<file path="src/rtl/control_unit.sv">
`default_nettype none
// ============================================================================
//  Module   : control_unit
//  Purpose  : Multi-cycle control unit for the 16-bit datapath. It fetches an
//             instruction word, decodes it, and drives the datapath control
//             word. It also owns the program counter, the data-memory write
//             strobe, the branch/jump logic and a halt state.
//  Ports    : clk, rst          - clock, synchronous active-high reset
//             instr_in          - instruction word at pc_out (comb. memory)
//             zero_in           - datapath zero flag, valid during EXEC
//             addr_in           - datapath bus A (R[rsA]), JMP target
//             pc_out            - program counter
//             regWrite, rsA, rsB, rd, constant_in, MB, MD, op_select
//                               - datapath control word
//             mem_write         - data-memory write strobe
//             halted            - high while in HALT
//  Revision : 1.0 - initial release
// ============================================================================
module control_unit #(
    parameter int BUS_WIDTH = 16
) (
    input  logic                 clk,
    input  logic                 rst,
    input  logic [BUS_WIDTH-1:0] instr_in,
    input  logic                 zero_in,
    input  logic [BUS_WIDTH-1:0] addr_in,
    output logic [BUS_WIDTH-1:0] pc_out,
    output logic                 regWrite,
    output logic [2:0]           rsA,
    output logic [2:0]           rsB,
    output logic [2:0]           rd,
    output logic [2:0]           constant_in,
    output logic                 MB,
    output logic                 MD,
    output logic [3:0]           op_select,
    output logic                 mem_write,
    output logic                 halted
);

    localparam logic [BUS_WIDTH-1:0] c_PC_ONE = BUS_WIDTH'(1);

    // Instruction classes (bits [15:13])
    localparam logic [2:0] c_CLS_ALU  = 3'b000;
    localparam logic [2:0] c_CLS_LD   = 3'b001;
    localparam logic [2:0] c_CLS_ST   = 3'b010;
    localparam logic [2:0] c_CLS_IMM  = 3'b100;
    localparam logic [2:0] c_CLS_BRNZ = 3'b101;
    localparam logic [2:0] c_CLS_BRZ  = 3'b110;
    localparam logic [2:0] c_CLS_SYS  = 3'b111;

    localparam logic [3:0] c_FN_JMP  = 4'b0000;
    localparam logic [3:0] c_FN_HALT = 4'b1111;
    localparam logic [3:0] c_OP_MOVA = 4'b0000;

    typedef enum logic [1:0] {
        ST_FETCH  = 2'd0,
        ST_EXEC   = 2'd1,
        ST_LOADWB = 2'd2,
        ST_HALT   = 2'd3
    } state_t;

    state_t                 state_q, state_d;
    logic [BUS_WIDTH-1:0]   pc_q, pc_d;
    logic [BUS_WIDTH-1:0]   ir_q, ir_d;

    logic                   w_reg_write;
    logic                   w_mem_write;

    // Decoded instruction fields
    logic [2:0]             w_cls;
    logic [3:0]             w_fn;
    logic [2:0]             w_dr;
    logic [2:0]             w_sa;
    logic [2:0]             w_sb;
    logic [BUS_WIDTH-1:0]   w_br_offset;

    assign w_cls = ir_q[15:13];
    assign w_fn  = ir_q[12:9];
    assign w_dr  = ir_q[8:6];
    assign w_sa  = ir_q[5:3];
    assign w_sb  = ir_q[2:0];

    // Branch displacement is the 6-bit field {DR,SB}, sign-extended so that
    // the PC addition wraps naturally modulo 2^BUS_WIDTH.
    assign w_br_offset = {{(BUS_WIDTH-6){w_dr[2]}}, w_dr, w_sb};

    // ------------------------------------------------------------------
    // State, PC and IR registers
    // ------------------------------------------------------------------
    always_ff @(posedge clk) begin
        if (rst) begin
            state_q <= ST_FETCH;
            pc_q    <= '0;
            ir_q    <= '0;
        end else begin
            state_q <= state_d;
            pc_q    <= pc_d;
            ir_q    <= ir_d;
        end
    end

    // ------------------------------------------------------------------
    // Next-state and control-word decode
    // ------------------------------------------------------------------
    always_comb begin
        state_d     = state_q;
        pc_d        = pc_q;
        ir_d        = ir_q;
        w_reg_write = 1'b0;
        w_mem_write = 1'b0;
        rsA         = 3'd0;
        rsB         = 3'd0;
        rd          = 3'd0;
        constant_in = 3'd0;
        MB          = 1'b0;
        MD          = 1'b0;
        op_select   = 4'd0;

        case (state_q)
            ST_FETCH: begin
                ir_d    = instr_in;
                state_d = ST_EXEC;
            end

            ST_EXEC: begin
                rsA         = w_sa;
                rsB         = w_sb;
                rd          = w_dr;
                constant_in = w_sb;
                op_select   = w_fn;
                pc_d        = pc_q + c_PC_ONE;
                state_d     = ST_FETCH;

                case (w_cls)
                    c_CLS_ALU: begin
                        w_reg_write = 1'b1;
                    end
                    c_CLS_IMM: begin
                        w_reg_write = 1'b1;
                        MB          = 1'b1;
                    end
                    c_CLS_LD: begin
                        // EU passes bus A through as the memory address; the
                        // register write is deferred to LOADWB.
                        op_select = c_OP_MOVA;
                        state_d   = ST_LOADWB;
                    end
                    c_CLS_ST: begin
                        w_mem_write = 1'b1;
                    end
                    c_CLS_BRZ: begin
                        // MOVA makes zero_in reflect R[SA] itself.
                        op_select = c_OP_MOVA;
                        if (zero_in) begin
                            pc_d = pc_q + w_br_offset;
                        end
                    end
                    c_CLS_BRNZ: begin
                        op_select = c_OP_MOVA;
                        if (!zero_in) begin
                            pc_d = pc_q + w_br_offset;
                        end
                    end
                    c_CLS_SYS: begin
                        if (w_fn == c_FN_JMP) begin
                            pc_d = addr_in;
                        end else if (w_fn == c_FN_HALT) begin
                            pc_d    = pc_q;
                            state_d = ST_HALT;
                        end
                    end
                    default: begin
                        // Class 011 and unused system functions are NOPs.
                    end
                endcase
            end

            ST_LOADWB: begin
                MD          = 1'b1;
                rd          = w_dr;
                w_reg_write = 1'b1;
                state_d     = ST_FETCH;
            end

            ST_HALT: begin
                state_d = ST_HALT;
            end

            default: begin
                state_d = ST_FETCH;
            end
        endcase
    end

    // Write strobes are suppressed combinationally during reset so that no
    // register or memory write lands on a reset edge.
    assign regWrite  = w_reg_write & ~rst;
    assign mem_write = w_mem_write & ~rst;
    assign halted    = (state_q == ST_HALT);
    assign pc_out    = pc_q;

endmodule
`default_nettype wire

</file>
<file path="config.mk">
export PLATFORM = sky130hd
export DESIGN_NAME = control_unit
export DESIGN_NICKNAME = d
export VERILOG_FILES = /design/src/rtl/control_unit.sv
export SDC_FILE = /design/constraint.sdc
export NUM_CORES = 1
export LEC_CHECK = 0
export BUFFER_PORTS_ARGS = -buffer_cell sky130_fd_sc_hd__buf_2
export CAP_MARGIN = 10
export CORE_MARGIN = 3
export CORE_UTILIZATION = 35
export CTS_CLUSTER_DIAMETER = 100
export DETAILED_ROUTE_END_ITERATION = 10
export RECOVER_POWER = 100
export SYNTH_ARGS = -nofsm -noshare
export SYNTH_HDL_FRONTEND = slang
export SYNTH_SLANG_ARGS = --single-unit
</file>
<file path="constraint.sdc">
create_clock -name clk -period 6.33 [get_ports clk]
set_clock_uncertainty 0.15 [all_clocks]
set_input_delay 0 -clock clk [delete_from_list [all_inputs] [get_ports clk]]
set_output_delay 0 -clock clk [all_outputs]
set_load 0.02 [all_outputs]
</file>
Word level (Yosys, flattened, before mapping) --
Index checks and enable logic that the tools add are counted.
Storage, ports and cells: bits in registers 34, bits of input ports 35, word-level logic and storage cells 47
Operators by class: add/sub/neg operators 2, equality and inequality tests 11, muxes and demuxes 21, bitwise logic cells 3, reduce and logical (&&, ||, !) cells 7
Operators by type and width (number):
- 16-bit 2-to-1 mux | 4
- 16-bit case mux with 3 select lines | 1
- 16-bit by 1-bit adder with 16-bit output (second input constant) | 1
- 16-bit adder | 1
- 3-bit equality test (second input constant) | 4
- 3-bit 2-to-1 mux | 3
- 4-bit 2-to-1 mux | 2
- 2-bit case mux with 4 select lines | 1
- 1-bit 2-to-1 mux | 6
- 2-bit equality test (second input constant) | 2
- 4-bit equality test (second input constant) | 1
- 4-bit logical NOT | 1
- 2-bit 2-to-1 mux | 2
- 2-bit case mux with 2 select lines | 1
- 2-bit OR reduction | 2
- 3-bit by 1-bit equality test with 1-bit output (second input constant) | 1
- 3-bit by 2-bit equality test with 1-bit output (second input constant) | 1
- 3-bit logical NOT | 1
- 3-bit inequality test (second input constant) | 1
- 3-bit OR reduction | 1
- 1-bit AND | 2
- 2-bit by 1-bit equality test with 1-bit output (second input constant) | 1
- 2-bit logical NOT | 1
- 1-bit case mux with 2 select lines | 1
- other kinds (2) | 2

Depth between registers and ports, before layout --
Gate-level depths: netlist (run 1).
word-level depth 5, depth in mapped cells 8

Least setup slack after synthesis (run 1) --
Ideal clock, no wire load.
path type flip-flop to flip-flop, start point register pc_q[0] (netlist: pc_out[0]), end point register pc_q[12] (netlist: pc_out[12]), library setup time 101 ps, arrival 2216 ps, data required time 6079 ps, slack 3863 ps, stages on the path, launching flop included 9, path buffers 0, clock period less this slack 2467 ps, path through dfxtp_1 > ha_1 > fa_1 > a211o_1 > a211oi_1 > o31a_1 > a21oi_1 > xnor2_1 > o41ai_1
On the way: word-level cells in the longest chain between the ends 4
Ends and longest elaborated chain:
- start, declared | line 63 | logic [BUS_WIDTH-1:0] pc_q, pc_d;
- start signal, assigned | line 97 | pc_q <= pc_d;
- 16-bit by 1-bit adder with 16-bit output | line 131 | pc_d = pc_q + c_PC_ONE;
- 16-bit 2-to-1 mux | line 167 | end else if (w_fn == c_FN_HALT) begin
- 16-bit 2-to-1 mux | line 165 | if (w_fn == c_FN_JMP) begin
- 16-bit case mux with 3 select lines * | line 134 | case (w_cls)
Every way passes the cells marked *; elsewhere a longest branch is shown, timed or not. The select of a mux whose other input is x is not followed. A chain may end at the register's enable or synchronous reset.

Worst setup path in the final report (run 1) --
start point register ir_q[9], end point register pc_q[2] (netlist: pc_out[2])
On the way: word-level cells in the longest chain between the ends 3
Ends and longest elaborated chain:
- start, declared | line 64 | logic [BUS_WIDTH-1:0] ir_q, ir_d;
- start signal, assigned | line 98 | ir_q <= ir_d;
- 4-bit equality test / 4-bit logical NOT (equally long branches) | line 167, 165
- 3-bit inequality test (no line) / 16-bit 2-to-1 mux (equally long branches)
- 2-bit AND reduction (no line) / 16-bit case mux with 3 select lines (equally long branches)
Parallel ways exist; a longest one is shown, timed or not.

==> results of run 1 <==
==> power groups by stage <==
stage	Clock (W)	Sequential, W	Combinational, W
after floorplan	0	0.000256	0.000110
final	0.000180	0.000251	0.000166
after global placement	0	0.000256	0.000155
after detailed placement	0	0.000257	0.000156
after global routing	0.000195	0.000254	0.000185
after CTS	0.000184	0.000252	0.000169
==> synth_stat cells, types with 2 or more instances <==
| cell type | number |
|---|---|
| or3_1 | 2 |
| a21o_1 | 5 |
| clkbuf_1 | 9 |
| nand4_1 | 2 |
| and3_1 | 6 |
| xnor2_1 | 6 |
| a21oi_1 | 35 |
| ha_1 | 21 |
| o211ai_1 | 5 |
| o41ai_1 | 3 |
| nor2b_1 | 3 |
| mux2i_1 | 17 |
| nand3b_1 | 2 |
| a221oi_1 | 6 |
| xor2_1 | 9 |
| o31ai_1 | 2 |
| nor3_1 | 7 |
| a211o_1 | 4 |
| inv_1 | 12 |
| and2_1 | 12 |
| dfxtp_1 | 34 |
| nand2b_1 | 4 |
| nor2_1 | 42 |
| o221a_2 | 2 |
| nand2_1 | 15 |
| a41oi_1 | 2 |
| a2111oi_0 | 2 |
| nand3_1 | 11 |
| o21a_1 | 5 |
| buf_4 | 5 |
| a211oi_1 | 7 |
| buf_2 | 9 |
| o21ai_0 | 25 |
| o211a_1 | 2 |
| a31oi_1 | 3 |
| a221o_1 | 3 |
| and4_1 | 4 |
==> flip-flops by register name, summed over array words and instances, names as in the netlist <==
register	cells
state_q	2
ir_q	16
pc_out	16
==> cells by family (layout without fill, tap and decap cells) <==
kind of cell    Yosys count  after routing
fa+ha+maj                22             22
mux                      18             18
compound gates          122            122
flops                    34             34
simple gates            113            113
buf+inv                  36            121
xor+xnor                 15             15
==> final timing paths <==
check	start	endpoint	slack [ns]	cells past startpoint
worst max-delay path	ir_q[9]	pc_out[2]	3.30	6
worst min-delay path	rst	state_q[0]	0.05	2
worst max register to register	ir_q[9]	pc_out[2]	3.30	6
worst min register to register	ir_q[3]	ir_q[3]	0.35	2
==> what timing repair did <==
action,4_1_cts,5_1_grt
endpoints found under the hold margin,27,0
resized for setup,0,0
hold buffers,27,0
==> through the flow <==
stage / total power (W) / worst slack [ns]
global placement: 0.000410 / 3.77
global route: 0.000634 / 2.95
finish: 0.000596 / 3.30
detailed placement: 0.000412 / 3.71
CTS: 0.000605 / 3.68
floorplan: 0.000366 / 3.86
==> worst max-delay path, stage by stage (launching register included) <==
cell      delay, ns
dfxtp_1        0.35
nor4_1         1.00
nor2b_1        0.80
a221oi_1       0.26
nand2b_1       0.12
a21oi_1        0.07
a211oi_1       0.20
==> area by class of cell <==
cell class                 instances  area share, %
sequential                        34           19.1
timing repair buffer             100           16.8
clock inverter                     2          0.352
clock buffer                       6           2.32
multi-input combinational        290           56.4
inverter                          13           1.37
tap                              102           3.59
==> per-layer routing <==
| metal | track usage (%) | share of wire, % | up-vias |
|---|---|---|---|
| li1 | - | - | 1497 |
| met1 | 25.9 | 46 | 1385 |
| met2 | 30.6 | 46 | 95 |
| met3 | 3.10 | 7.1 | 6 |
| met4 | 3.97 | 0.85 | 0 |
| met5 | 0 | 0 | - |
==> out/metrics.yaml, run 1 <==
outcome: "completed"
cts_tree: "yes"
rsz0062_at_grt: "no"
p_sw_share_pct: 34.9
die_h_um: 96.5
syn-cell-area_mm2: 0.00287
grt_pass1_wl_um: 13700
yosys-mux-area-fraction_pct: 6.33
synthSimpleGateAreaFrac_pct: 20.0
drtAntennaViolNets: 0
drive_above_1_share_pct: 12.6
grt_util_all_layers_pct: 18.7
p_per_area_mw_per_mm2: 168
whs_ns: 0.0522
hold_class: "primary input to flip-flop"
dp_cells: 512
layout_common_cells: "42 x nor2_1, 38 x buf_2, 35 x a21oi_1, 34 x dfxtp_1, 33 x clkbuf_1"
arrival_ns: 3.09
drcViolationCount: 0
num_io_pins: 72
synth-compound-area-share_pct: 29.7
dr.pass1.iters: 4
ys_seq_area_share_pct: 23.7
setup_viol: 0
post_cts_buffers: 0
grt_max_degree: 29
ctsLongestPathBuffers: 2
vias: 2983
h-tree-depth: 2
pwr-share-clk_pct: 30.1
finalCriticalPeriod_ns: 3.03
regArea_um2: 681
worst_slew_pin_slew_ns: 1.28
design_area_mm2: 0.00356
synth_area_leader_cell: "dfxtp_1"
first_iter_violations: 140
layout.cells.non_filler: 547
ys_ff_latch: 34
start_util_pct: 36.5
irDropWorstVdd_v: 0.0000949
mostFrequentLayoutCell: "nor2_1"
synth_xor_xnor_area_share_pct: 4.58
nFillCells: 842
clkTransAtPathRegs_ns: 0.08
internal_power_w: 0.000389
syn_to_final_growth_pct: 24.1
ys_warn_count: 0
critPathRequiredTime_ns: 6.39
fmax_mhz: 331
drv_slew: 0
p_comb_share_pct: 27.8
synth_top_flop_cell: "dfxtp_1"
yosys.area.top_type_share_pct: 23.7
grt_pass1_vias: 2758
power.switching_w: 0.000208
synth_top_family_by_area: "compound AO/OA/AOI/OAI gates"
nets: 501
avgRoutedWirePerCell_um: 15.9
die_area_mm2: 0.00931
placed_cell_area_mm2: 0.00325
antenna_found_initial: 0
synth_edf_count: 0
clock_latency_ns: 0.29
viasPerCell: 5.45
grt.overflow.total: 0
hold_viol: 0
crit_path_end_kind: "flip-flop"
numCtsBuffers: 5
seq_power_share_pct: 42.1
p_leak_nw: 1.55
syn_area_per_cell_um2: 7.96
final_core_util_pct: 45.3
multi_input_area_mm2: 0.00201
root_buffer: "clkbuf_8"
finalSetupTns_ns: 0
dp_hpwl_um: 6120
coreArea_mm2: 0.00785
max-slew-margin-rel_pct: 14.1
synthTopCellsByArea: "dfxtp_1 24%, ha_1 9.2%, a21oi_1 6.1%"
maxCapViolCount: 0
start_kind: "flip-flop"
antenna_cells: 0
yosys.area_share.adder_pct: 9.86
io_buffers: 71
async_reset_ff_share_pct: 0
clock_sinks: 34
synthCells: 360
critPathKind: "flip-flop to flip-flop"
fin_crit_sh_pct: 47.8
dieWidth_um: 96.5
gp_congestion: 0.873
fp-row-count: 32
ys_types: 54
synthesis.nets: 417
finalWirelength_um: 8690
crit_path_max_fanout: 11
Note: power is estimated with default switching activity, not from simulation.
==> run 2, diff against run 1 <==
--- a/config.mk
+++ b/config.mk
@@ -5,6 +5,7 @@
 export SDC_FILE = /design/constraint.sdc
 export NUM_CORES = 1
 export LEC_CHECK = 0
+export ABC_AREA = 1
 export BUFFER_PORTS_ARGS = -buffer_cell sky130_fd_sc_hd__buf_2
 export CAP_MARGIN = 10
 export CORE_MARGIN = 3
==> constraint.sdc (replaced) <==
create_clock -name clk -period 2.8 [get_ports clk]
set_clock_uncertainty 0.15 [all_clocks]
set_input_delay 0 -clock clk [delete_from_list [all_inputs] [get_ports clk]]
set_output_delay 0 -clock clk [all_outputs]
set_load 0.02 [all_outputs]
==> out/metrics.yaml, run 2 <==
outcome: "completed"
die_h_um: 100
synthesis.nets: 592
synthCells: 535
dr.pass1.iters: 6
fp-row-count: 33
mostFrequentLayoutCell: "nand2_1"
ys_types: 30
p_leak_nw: 2.05
drv_slew: 0
p_sw_share_pct: 34.7
vias: 3584
synthTopCellsByArea: "dfxtp_1 22%, nand2_1 19%, inv_1 11%"
arrival_ns: 2.63
cp_common_cell: "nand2_1"
fin_crit_sh_pct: 91.6
power.switching_w: 0.000569
maxCapViolCount: 0
crit_path_end_kind: "flip-flop"
synth_edf_count: 0
clkTransAtPathRegs_ns: 0.09
irDropWorstVdd_v: 0.000203
syn-cell-area_mm2: 0.00309
cp_top_family: "simple AND/OR/NAND/NOR gates"
antenna_found_initial: 0
grt_util_all_layers_pct: 19.5
ys_ff_latch: 34
drtAntennaViolNets: 0
seq_power_share_pct: 35.6
h-tree-depth: 2
hold_viol: 0
cpPeakStageDelay_ns: 0.55
crit_buf_inv: 2
cp-endpoint: "pc_out[10]"
grt_max_degree: 26
syn_to_final_growth_pct: 28.2
worst_slew_pin_slew_ns: 0.671
viasPerCell: 4.81
critPathRequiredTime_ns: 2.86
cp-startpoint: "pc_out[0]"
syn_area_per_cell_um2: 5.78
finalSetupTns_ns: 0
slowest_stage: "dlygate4sd3_1"
crit_chain: "ha_1 -> fa_1 -> nand2_1 -> nand2_1 -> nand3_1 -> nand2_1 -> nand2_1 -> nand3b_1 -> nand3_1 -> nand3b_1 -> nand2_1 -> dlygate4sd3_1 -> inv_1"
r2r_end: "pc_out[10]"
coreArea_mm2: 0.00838
drive_above_1_share_pct: 9.53
synth_commonest_cells: "156 x nand2_1, 93 x inv_1, 65 x nor2_1, 38 x nand3_1, 37 x o21ai_0"
p_comb_share_pct: 29.4
clock_latency_ns: 0.30
io_buffers: 71
hold_class: "primary input to flip-flop"
layout.cells.non_filler: 745
finalWirelength_um: 9480
finalCriticalPeriod_ns: 2.57
async_reset_ff_share_pct: 0
cts_tree: "yes"
reg2reg_depth: 13
dp_hpwl_um: 7260
ctsLongestPathBuffers: 2
num_io_pins: 72
grt_pass1_vias: 3455
critPathKind: "flip-flop to flip-flop"
antenna_cells: 0
yosys.area.top_type_share_pct: 22.0
synth_top_flop_cell: "dfxtp_1"
ff2ff_setup_slack_ns: 0.23
nFillCells: 913
fmax_mhz: 390
gp_congestion: 0.868
root_buffer: "clkbuf_8"
start_util_pct: 36.9
die_area_mm2: 0.0100
synth_most_common_cell: "nand2_1"
dp_cells: 700
min_path_cells: 6
layout_common_cells: "156 x nand2_1, 93 x inv_1, 65 x nor2_1, 39 x nand3_1"
drcViolationCount: 0
clock_sinks: 34
avgRoutedWirePerCell_um: 12.7
numCtsBuffers: 5
dieWidth_um: 100
post_cts_buffers: 0
rr_startpoint: "pc_out[0]"
p_per_area_mw_per_mm2: 414
ys_warn_count: 0
internal_power_w: 0.00107
grt_pass1_wl_um: 15800
ys_seq_area_share_pct: 22.0
first_iter_violations: 193
start_kind: "flip-flop"
grt.overflow.total: 0
nets: 696
crit_path_max_fanout: 7
max-slew-margin-rel_pct: 55.2
setup_viol: 0
pwr-share-clk_pct: 35.0
synth_area_leader_cell: "dfxtp_1"
worstSetupPathDepth: 13
rsz0062_at_grt: "no"
==> run 2: cell types whose count changed after synthesis, sizes merged, moves of 8 or more <==
cell,delta
inv,+84
and2,-10
mux2i,-17
nor2,+27
a21oi,-8
o21ai,+13
nand2,+141
nand3,+29
==> run 2: final cells by class <==
class                   count  area [um2]  share of cell area (%)
well taps                 105         131                    3.31
inverters                  97         364                    9.18
clock inverters             3        68.8                    1.74
repair buffers            111         704                    17.8
multi-input cells         390        1940                    49.0
clock buffers               5        68.8                    1.74
flip-flops and latches     34         683                    17.2
==> run 2: per-layer routing <==
metal,up-vias,GRT usage [%],share of wire [%]
met4,0,4.97,1.6
li1,1881,-,-
met5,-,0,0
met2,95,35.0,48
met3,10,2.78,5.0
met1,1598,24.4,45
==> run 2: through the flow <==
stage	utilization, %	instance area [um2]	setup slack (ns)	total power (W)	hold WS, ns
floorplan	-	3090	0.824	0.000904	-0.0151
global placement	42.0	3520	0.658	0.00104	0.0717
detailed placement	42.0	3520	0.620	0.00104	0.0781
CTS	48.0	4030	0.0850	0.00167	0.173
global route	47.3	3970	0.0353	0.00175	0.260
finish	47.3	3970	0.234	0.00164	0.177
==> run 2: repair_timing <==
action | in CTS | in global routing
hold buffers | 37 | 0
setup endpoints to repair | 0 | 2
resized for setup | 0 | 2
hold endpoints to repair | 34 | 0
==> run 2: power by group through the flow <==
stage / Combinational [W] / Sequential, W / Clock, W
after detailed placement: 0.000447 / 0.000595 / 0
after CTS: 0.000491 / 0.000584 / 0.000590
after global routing: 0.000548 / 0.000593 / 0.000606
after global placement: 0.000444 / 0.000594 / 0
final: 0.000482 / 0.000583 / 0.000574
after floorplan: 0.000304 / 0.000600 / 0
==> run 2: worst register-to-register path, stage by stage, from the launching register on <==
cell and delay (ns):
dfxtp_2 0.37, ha_1 0.23, fa_1 0.42, nand2_1 0.08, nand2_1 0.07, nand3_1 0.08, nand2_1 0.11, nand2_1 0.10
nand3b_1 0.08, nand3_1 0.08, nand3b_1 0.07, nand2_1 0.06, dlygate4sd3_1 0.55, inv_1 0.04
==> run 2: worst min-delay path by stage <==
| stage | start | end |
|---|---|---|
| final | zero_in | pc_out[4] |
| after CTS | zero_in | pc_out[4] |
| after global placement | instr_in[4] | ir_q[4] |
| after global routing | zero_in | pc_out[4] |
| after floorplan | instr_in[1] | ir_q[1] |
| after detailed placement | instr_in[6] | ir_q[6] |
==> run 2: cell families (layout without fill, tap and decap cells) <==
family	Yosys count	after routing	synth area share, %
xor gates and xnor gates	9	9	2.55
adders and majority gates	22	22	9.14
DFF	34	34	22.0
AOI/OAI and AO/OA	71	71	12.2
buffers and inverters	111	216	14.5
and+or+nand+nor	288	288	39.6
==> run 3, diff against run 2 <==
--- a/config.mk
+++ b/config.mk
@@ -13,6 +13,7 @@
 export CTS_CLUSTER_DIAMETER = 100
 export DETAILED_ROUTE_END_ITERATION = 10
 export RECOVER_POWER = 100
+export SLEW_MARGIN = 10
 export SYNTH_ARGS = -nofsm -noshare
 export SYNTH_HDL_FRONTEND = slang
 export SYNTH_SLANG_ARGS = --single-unit
==> constraint.sdc (replaced) <==
create_clock -name clk -period 2.8 [get_ports clk]
set_clock_uncertainty 0.15 [all_clocks]
set_input_delay 0.28 -clock clk [delete_from_list [all_inputs] [get_ports clk]]
set_output_delay 0.28 -clock clk [all_outputs]
set_load 0.02 [all_outputs]
==> out/metrics.yaml, run 3 (synthesis results as in run 2) <==
outcome: "completed"
maxCapViolCount: 0
io_buffers: 71
critPathKind: "flip-flop to primary output"
crit_path_max_fanout: 11
cts_hold_buf: 0
avgRoutedWirePerCell_um: 13.0
fmax_mhz: 419
critPathRequiredTime_ns: 2.37
syn_to_final_growth_pct: 15.5
final_core_util_pct: 42.6
design_area_mm2: 0.00357
grt_pass1_wl_um: 15200
nets: 660
num_io_pins: 72
clkTransAtPathRegs_ns: 0.09
mostFrequentLayoutCell: "nand2_1"
nFillCells: 945
cts_tree: "yes"
crit_path_end_kind: "primary output"
drcViolationCount: 0
first_iter_violations: 202
finalSetupTns_ns: 0
post_cts_buffers: 0
dr.pass1.iters: 5
p_sw_share_pct: 37.5
hold_viol: 0
dieWidth_um: 100
drv_slew: 0
max-slew-margin-rel_pct: 60.9
clock_sinks: 34
drtAntennaViolNets: 0
ctsLongestPathBuffers: 2
grt.overflow.total: 0
grt_pass1_vias: 3234
worst_slew_pin_slew_ns: 0.587
vias: 3463
grt_util_all_layers_pct: 19.0
finalWirelength_um: 9210
total_power_w: 0.00151
antenna_cells: 0
internal_power_w: 0.000942
die_area_mm2: 0.0100
antenna_found_initial: 0
numCtsBuffers: 5
irDropWorstVdd_v: 0.000203
gp_congestion: 0.870
start_util_pct: 36.9
cts_resized: 0
clock_latency_ns: 0.30
viasPerCell: 4.88
h-tree-depth: 2
p_per_area_mw_per_mm2: 422
cpPeakStageDelay_ns: 0.41
setup_slack_ns: 0.416
p_comb_share_pct: 29.1
finalCriticalPeriod_ns: 2.38
slowest_stage: "clkbuf_1"
dp_hpwl_um: 7290
p_leak_nw: 1.89
coreArea_mm2: 0.00838
hold_class: "primary input to flip-flop"
start_kind: "flip-flop"
setup_viol: 0
cp_top_family: "buffers and inverters"
root_buffer: "clkbuf_8"
crit_buf_inv: 4
drive_above_1_share_pct: 9.77
crit_chain: "inv_1 -> ha_1 -> clkbuf_1 -> inv_1 -> nor3_1 -> clkbuf_1"
rsz0062_at_grt: "no"
arrival_ns: 1.95
power.switching_w: 0.000565
place_ws_ns: 0.634
die_h_um: 100
grt_max_degree: 26
fp-row-count: 33
layout_common_cells: "156 x nand2_1, 93 x inv_1, 65 x nor2_1, 39 x nand3_1, 37 x o21ai_0"
seq_power_share_pct: 38.7
pwr-share-clk_pct: 32.2
fin_crit_sh_pct: 85.1
placed_cell_area_mm2: 0.00353
run 3: changes by cell type in the layout (fill, tap and decap cells not counted):
cell | before | now
clkinvlp_4 | 0 | 2
clkinv_4 | 1 | 0
dlygate4sd3_1 | 37 | 0
bufinv_16 | 2 | 1
clkbuf_1 | 35 | 36
dfxtp_2 | 2 | 0
dfxtp_1 | 32 | 34
run 3: path summary, 6_finish.rpt:
check	cells after the start	start	slack, ns	endpoint
min reg2reg	2	ir_q[11]	0.35	ir_q[11]
min	3	instr_in[2]	0.05	ir_q[2]
max	6	state_q[1]	0.42	op_select[2]
max reg2reg	11	state_q[1]	0.45	pc_out[11]
run 3: worst register-to-register path, stage by stage (launching register included):
cell      delay [ns]
dfxtp_1         0.34
inv_1           0.10
ha_1            0.15
clkbuf_1        0.41
inv_1           0.20
nor2_2          0.14
buf_4           0.28
inv_2           0.15
nor2_1          0.17
nand3_1         0.09
nand2_1         0.06
inv_1           0.03
run 3: metrics by stage:
step / cells / hold slack, ns
2_1_floorplan: 535 / 0.265
3_3_place_gp: 701 / 0.325
3_5_place_dp: 701 / 0.338
4_1_cts: 709 / 0.0444
5_1_grt: 709 / 0.0412
6_report: 709 / 0.0478
run 3: cell type report:
class / count / area (um2) / area share (%)
clock buffers: 5 / 68.8 / 1.93
repair buffers: 75 / 338 / 9.46
well taps: 105 / 131 / 3.68
flip-flops and latches: 34 / 681 / 19.1
clock inverters: 3 / 45.0 / 1.26
multi-input cells: 390 / 1940 / 54.4
inverters: 97 / 364 / 10.2
run 3: per-layer routing:
metal | vias up | routed length [um] | GRT usage (%)
met5 | - | 0 | 0
met4 | 0 | 180 | 5.70
met3 | 14 | 647 | 3.06
met2 | 124 | 4240 | 32.0
met1 | 1511 | 4140 | 24.9
li1 | 1814 | - | -
run 3: power by group through the flow:
stage	Sequential, W	Combinational (W)	Clock (W)
after floorplan	0.000600	0.000304	0
after global placement	0.000594	0.000445	0
after detailed placement	0.000595	0.000450	0
after CTS	0.000583	0.000452	0.000499
after global routing	0.000591	0.000502	0.000519
final	0.000583	0.000439	0.000485
